File: config.mk
export PLATFORM = sky130hd
export DESIGN_NAME = frame_shift_engine
export DESIGN_NICKNAME = d
export VERILOG_FILES = /design/src/rtl/frame_shift_engine.sv
export SDC_FILE = /design/constraint.sdc
export NUM_CORES = 1
export LEC_CHECK = 0
export CAP_MARGIN = 20
export CORE_ASPECT_RATIO = 0.5
export CORE_UTILIZATION = 40
export CTS_CLUSTER_DIAMETER = 80
export DETAILED_ROUTE_END_ITERATION = 10
export PLACE_DENSITY = 0.76
export SETUP_SLACK_MARGIN = 0.02
export SYNTH_ARGS = -nofsm -noshare
export SYNTH_HDL_FRONTEND = slang
export SYNTH_SLANG_ARGS = --single-unit
export TNS_END_PERCENT = 30
File: constraint.sdc
create_clock -name clk -period 1.55 [get_ports clk]
set_clock_uncertainty 0.15 [all_clocks]
set_input_delay 0.155 -clock clk [delete_from_list [all_inputs] [get_ports clk]]
set_output_delay 0.155 -clock clk [all_outputs]
set_load 0.02 [all_outputs]
File: src/rtl/frame_shift_engine.sv
// ============================================================================
// Module   : frame_shift_engine
// Purpose  : Full-duplex serial shift engine for Hamming codewords. A parallel
//            word is loaded, shifted out bit-serially, and WIDTH serial input
//            bits are captured into the same register during the same frame.
//            Frame control provides a start/ready handshake, a bit counter,
//            abort, and a one-cycle done pulse.
// Optional : FRAME_PARITY_EN - appends a parity bit to each frame and reports
//            a receive parity mismatch on parity_err.
// Ports    : clk          in   clock, rising edge
//            rest         in   asynchronous reset, active-high
//            start        in   load parallel_in (accepted only when ready)
//            abort        in   cancel the frame in progress
//            shift_en     in   bit strobe, one bit per strobed edge
//            parallel_in  in   word to transmit
//            serial_in    in   received serial bit
//            serial_out   out  current transmit bit
//            parallel_out out  shift register contents / received word
//            ready        out  engine idle
//            busy         out  frame in progress
//            done         out  one-cycle frame-complete pulse
//            bit_cnt      out  data bits shifted in the current frame
//            parity_err   out  received parity mismatch, valid with done
// Revision : 1.0 - initial release
// ============================================================================
`default_nettype none

module frame_shift_engine #(
  parameter int WIDTH     = 15,
  parameter bit MSB_FIRST = 1'b0,
  localparam int CNT_W    = $clog2(WIDTH + 1)
) (
  input  logic             clk,
  input  logic             rest,
  input  logic             start,
  input  logic             abort,
  input  logic             shift_en,
  input  logic [WIDTH-1:0] parallel_in,
  input  logic             serial_in,
  output logic             serial_out,
  output logic [WIDTH-1:0] parallel_out,
  output logic             ready,
  output logic             busy,
  output logic             done,
  output logic [CNT_W-1:0] bit_cnt,
  output logic             parity_err
);

  typedef enum logic [1:0] {
    S_IDLE  = 2'd0,
    S_SHIFT = 2'd1,
    S_PAR   = 2'd2,
    S_DONE  = 2'd3
  } state_t;

  state_t           state;
  logic [WIDTH-1:0] data;
  logic [WIDTH-1:0] shifted;
  logic             tx_bit;
  logic             last_bit;

  // The edge that moves the final data bit.
  assign last_bit     = (bit_cnt == CNT_W'(WIDTH - 1));
  assign parallel_out = data;

  generate
    if (MSB_FIRST) begin : g_msb_first
      assign shifted = {data[WIDTH-2:0], serial_in};
      assign tx_bit  = data[WIDTH-1];
    end else begin : g_lsb_first
      assign shifted = {serial_in, data[WIDTH-1:1]};
      assign tx_bit  = data[0];
    end
  endgenerate

`ifdef FRAME_PARITY_EN
  logic tx_par;

  // During the parity slot the line carries the parity of the loaded word.
  assign serial_out = (state == S_PAR) ? tx_par : tx_bit;
`else
  assign serial_out = tx_bit;
  assign parity_err = 1'b0;
`endif

  always_ff @(posedge clk or posedge rest) begin
    if (rest) begin
      state   <= S_IDLE;
      data    <= '0;
      bit_cnt <= '0;
      ready   <= 1'b1;
      busy    <= 1'b0;
      done    <= 1'b0;
`ifdef FRAME_PARITY_EN
      tx_par     <= 1'b0;
      parity_err <= 1'b0;
`endif
    end else begin
      case (state)
        S_IDLE: begin
          if (start && !abort) begin
            data    <= parallel_in;
            bit_cnt <= '0;
            state   <= S_SHIFT;
            ready   <= 1'b0;
            busy    <= 1'b1;
`ifdef FRAME_PARITY_EN
            tx_par     <= ^parallel_in;
            parity_err <= 1'b0;
`endif
          end
        end

        S_SHIFT: begin
          if (abort) begin
            data    <= '0;
            bit_cnt <= '0;
            state   <= S_IDLE;
            ready   <= 1'b1;
            busy    <= 1'b0;
`ifdef FRAME_PARITY_EN
            parity_err <= 1'b0;
`endif
          end else if (shift_en) begin
            data    <= shifted;
            bit_cnt <= bit_cnt + CNT_W'(1);
            if (last_bit) begin
`ifdef FRAME_PARITY_EN
              state <= S_PAR;
`else
              state <= S_DONE;
              busy  <= 1'b0;
              done  <= 1'b1;
`endif
            end
          end
        end

`ifdef FRAME_PARITY_EN
        S_PAR: begin
          if (abort) begin
            data       <= '0;
            bit_cnt    <= '0;
            state      <= S_IDLE;
            ready      <= 1'b1;
            busy       <= 1'b0;
            parity_err <= 1'b0;
          end else if (shift_en) begin
            // The received parity bit is compared against the captured word
            // directly; it is not needed after this edge.
            parity_err <= serial_in ^ (^data);
            state      <= S_DONE;
            busy       <= 1'b0;
            done       <= 1'b1;
          end
        end
`endif

        S_DONE: begin
          state <= S_IDLE;
          done  <= 1'b0;
          ready <= 1'b1;
        end

        default: begin
          state <= S_IDLE;
          ready <= 1'b1;
          busy  <= 1'b0;
          done  <= 1'b0;
        end
      endcase
    end
  end

endmodule

`default_nettype wire

# ---- After elaboration in Yosys (flattened, before gate mapping)
# Index checks and enable logic that the tools add are counted.
dict set report op_classes {
  n_eq_ne 10
  bitwise 2
  reduce_logical 9
  n_mux 25
  add_sub_neg 1
}
# operator n
set op_table {}
lappend op_table {{2-to-1 mux 15 bit} 3}
lappend op_table {{case mux 15 bit (2 select lines)} 1}
lappend op_table {{2-to-1 mux 4 bit} 3}
lappend op_table {{inequality test 2 bit (second input constant)} 5}
lappend op_table {{2-to-1 mux 1 bit} 9}
lappend op_table {{2-to-1 mux 2 bit} 4}
lappend op_table {{case mux 4 bit (2 select lines)} 1}
lappend op_table {{AND reduction 4 bit} 2}
lappend op_table {{inequality test 3 bit (second input constant)} 2}
lappend op_table {{AND reduction 3 bit} 2}
lappend op_table {{adder 4 x 1 -> 4 bit (second input constant)} 1}
lappend op_table {{== test 4 bit (second input constant)} 1}
lappend op_table {{case mux 1 bit (2 select lines)} 2}
lappend op_table {{case mux 2 bit (2 select lines)} 1}
lappend op_table {{case mux 1 bit (3 select lines)} 1}
lappend op_table {{== test 2 x 1 -> 1 bit (second input constant)} 1}
lappend op_table {{== test 2 bit (second input constant)} 1}
lappend op_table {{zero test 2 bit} 1}
lappend op_table {{NOT 1 bit} 2}
lappend op_table {{AND reduction 2 bit} 1}
lappend op_table {{nonzero test 2 bit} 1}
lappend op_table {{logical AND 1 bit} 1}
lappend op_table {{zero test 1 bit} 1}
dict set report totals {
  output_inout_bits 24
  regBits 24
  elab_cells 53
}

# ---- Depth between registers and ports, before layout
# Gate-level depths: netlist of run 1.
dict set report logic_depth {
  ltp_word 5
  mapped_depth 5
}

# ---- Worst setup path after synthesis of run 1
# OpenSTA, ideal clock, no wires.
dict set report synth_path {
  path_kind {register to register}
  start {reg state[0]}
  end {reg data[10] (netlist: parallel_out[10])}
  setup_slack_ns 0.083
  setup_time_ns 0.079
  t_arrival_ns 1.238
  path_stages_with_launch 6
  path_buffers 2
  cell_sequence {dfrtp_1 -> nor3b_2 -> o21ba_1 -> buf_6 -> buf_12 -> mux2i_1}
}
dict set report synth_between {
  elab_chain_len 3
}
# element line_no
set synth_rtl {}
lappend synth_rtl {{start, declared} 56} ;# state_t state;
lappend synth_rtl {{start signal, assigned} 88} ;# state <= S_IDLE;
lappend synth_rtl {{start signal, assigned} 104} ;# state <= S_SHIFT;
lappend synth_rtl {{start signal, assigned} 118} ;# state <= S_IDLE;
lappend synth_rtl {{== test 2 x 1 -> 1 bit or zero test 2 bit (tied branches)} 99} ;# case (state)
lappend synth_rtl {{inequality test 3 bit (no line) (tied with other cells)} -}
lappend synth_rtl {{AND reduction 3 bit (no line)} -}
lappend synth_rtl {{end signal, assigned} 102} ;# data <= parallel_in;
lappend synth_rtl {{end signal, assigned} 125} ;# data <= shifted;
lappend synth_rtl {{end, declared} 57} ;# logic [WIDTH-1:0] data;
# Parallel ways exist; a longest one is shown, timed or not.
# A chain may end at the register's enable or synchronous reset.

# ---- Final worst setup path of run 1
dict set report layout_path {
  start {reg state[0]}
  end {reg data[0] (netlist: parallel_out[0])}
}
# Same word-level chain as after synthesis.

==> results of run 1 <==
==> registers in the layout, indices dropped and copies added, names as in the netlist <==
name	count
busy	1
parallel_out	15
done	1
bit_cnt	4
state	2
ready	1
==> critical path, cell delays in order, from the launching register on <==
cell     delay, ns
dfrtp_2       0.45
nor3b_4       0.23
o21ba_4       0.20
buf_12        0.14
mux2i_2       0.20
==> where the power goes <==
group | switching [W] | internal, W | total, W
clock | 0.000184 | 0.000183 | 0.000368
sequential | 0.0000777 | 0.000734 | 0.000812
combinational | 0.000336 | 0.000320 | 0.000656
total | 0.000598 | 0.00124 | 0.00184
==> final timing paths <==
kind                                   from               end  slack [ns]  depth (start not counted)
setup / recovery                   state[0]   parallel_out[0]        0.09                          4
hold / removal                         rest        bit_cnt[2]        0.08                          3
setup reg to reg                   state[0]   parallel_out[0]        0.09                          4
hold reg to reg            parallel_out[13]  parallel_out[13]        0.38                          2
max in group asynchronous              rest             ready        0.88                          3
min in group clk                      start          state[0]        0.36                          3
==> per-layer routing <==
metal | vias up | track usage
met1 | 541 | 0.2328
met4 | 0 | 0.03051
met3 | 2 | 0.03696
met2 | 29 | 0.2984
met5 | - | 0
li1 | 561 | -
==> kinds of logic after synthesis <==
group	count (synthesis)
compound gates	26
fa+ha+maj	2
buf+inv	34
flops	24
mux	16
other cells	1
simple gates	31
==> what timing repair did <==
action,CTS,global route
cloned,0,1
pin swaps,1,2
buffers inserted,0,2
resized for setup,26,2
endpoints found under the setup margin,38,15
==> placed cells by master, fill, tap and decap left out, types with 3 or more instances in the layout <==
master,Yosys,layout
a21oi_1,16,16
inv_1,22,22
clkbuf_8,0,3
clkdlybuf4s50_1,0,20
buf_4,2,13
nand3_1,3,3
dlygate4sd2_1,0,23
dfrtp_1,23,22
nor4bb_1,15,15
nand2_1,4,4
mux2i_1,16,15
==> stage by stage <==
step / TNS [ns] / hold WS [ns] / instances
after floorplan: 0 / 0.01888 / 134
after global placement: -1.241 / 0.3719 / 217
after detailed placement: -2.631 / 0.3745 / 217
after CTS: 0 / 0.07840 / 221
after global routing: 0 / 0.1058 / 224
final: 0 / 0.07540 / 224
==> final cells by class <==
type | count | area, um^2
clock buffers | 4 | 45.04
fillers | 264 | 1184
inverters | 22 | 82.58
multi-input cells | 76 | 609.3
flip-flops and latches | 24 | 603.1
well taps | 40 | 50.05
repair buffers | 58 | 544.3
==> metrics.md, run 1 <==
| Metric | Value |
|---|---|
| Count leader, synth | `dfrtp_1` |
| # hold bufs at CTS | `0` |
| Initial DRC count | `31` |
| Initial antenna violation count | `0` |
| TritonCTS clock tree | `done` |
| Final ANT Viol Nets | `0` |
| Part of the Yosys area used for sequential elements | `0.4425` |
| First-pass GRT wire length | `4954 um` |
| DIE WIDTH | `between 80 and 90 um` |
| Synth Area in Compound Gates | `0.1187` |
| Fraction of registers with async set/reset | `1.000` |
| CTS Sinks | `24` |
| Row cnt | `14` |
| Total GRT Usage | `0.1738` |
| Total grt overflow | `0` |
| WL met3 | `between 100 and 150 um` |
| Cell variety after synth | `30` |
| Starting Density | `0.4362` |
| Post-detail-place hpwl | `2174 um` |
| Most used flip-flop cell after synthesis | `dfrtp_1` |
| Drt drc | `0` |
| Dpl cell area | `1861 um^2` |
| DR vias | `roughly 1100` |
| Setup WS pre-CTS | `-0.1973 ns` |
| Startpoint Class | `register` |
| Post-Syn Nets | `roughly 160` |
| Unrepaired setup endpoints after global routing | `no` |
| Synth area leaders | `dfrtp_1, mux2i_1, nor4bb_1, inv_1, a21oi_1` |
| Number of diodes | `0` |
| Power after layout | `~0.0018 W` |
| Die Span Y | `between 40 and 50 um` |
| Critical path endpoint category | `register` |
| Largest net degree at the start of global routing | `25` |
| Met1 WL | `around 1400 um` |
| Finished Cell Area | `slightly below 2000 um^2` |
| Post-synthesis share of cell area spent on xor and xnor gates | `0` |
| Area of the die | `3651 um^2` |
| Area leader, netlist | `dfrtp_1` |
| VDD IR max | `0.4906 mV` |
| Yosys reg bits | `24` |
| Vias in the first global route | `approximately 1100` |
| Layout Utilization | `0.6204` |
| Mux cell area share after synthesis | `0.1178` |
| Pins Over Slew Limit | `0` |
| Drt wl/cell | `13.10 um` |
| Core area | `3118 um^2` |
| Clk buf depth | `2` |
| YS warnings | `0` |
| Simple-gate share of the synthesized area | `0.1785` |
| Period utilisation layout | `0.9442` |
| WP data arrival | `approximately 1.5 ns` |
| Vias per cell | `around 5.1` |
| Max Freq | `between 600 and 700 MHz` |
| Met2 WL | `between 1000 and 1500 um` |
| Pwr dens | `between 900 and 1000 nW/um^2` |
| Root buf cell | `clkbuf_8` |
| Post-synth EDFFs | `0` |
| Worst Hold Class | `in2async` |
| Setup violators final | `0` |
| Status | `finished, final reports clean` |
| Mapped Cells | `~130` |
| I/O Buffers | `43` |
| Post-synth top area share | `0.4232` |
| Synth top cells by count | `dfrtp_1, inv_1, a21oi_1, mux2i_1, nor4bb_1` |
| First-pass DRT Iterations | `4` |
| Highest routed metal layer | `met4` |
| Post-synthesis adder-cell area fraction | `0.01840` |
| WL final | `between 2000 and 3000 um` |
| Layout Nets | `around 210` |
| Post-Syn Area | `approximately 1400 um^2` |
| Leakage power | `0.9215 nW` |
| Worst-Skew Late Latency | `between 0.2 and 0.3 ns` |
| Layout cells sized above 1 | `0.1359` |
| Clock slew at reported path FFs | `approximately 0.08 ns` |
| Clock period minus worst slack | `between 1 and 1.5 ns` |
| GPL Wtd Cong | `about 0.77` |
| Kind of critical path | `reg2reg` |
| Hold Fails Final Rpt | `0` |
| CTS H-tree lvls | `1` |
| Max FO, Critical Path | `8` |
| Final WS setup | `approximately 0.086 ns` |
| Clock buffer count from CTS | `3` |
| MaxCap Viol Count | `0` |
| Syn Area/Cell | `~10 um^2` |
| Area growth syn-to-layout | `42.23%` |
| Worst EP required | `approximately 1.6 ns` |
| Main combinational cell family by area after synthesis | `simple AND/OR/NAND/NOR gates` |
| Number of I/O pins | `45` |
(Power assumes the default switching activity.)
==> inputs of run 2 (changes only) <==
- ABC_CLOCK_PERIOD_IN_PS: unset -> 1550
==> results of run 2 <==
No change in the layout: final DEF, timing and power equal those of run 1.
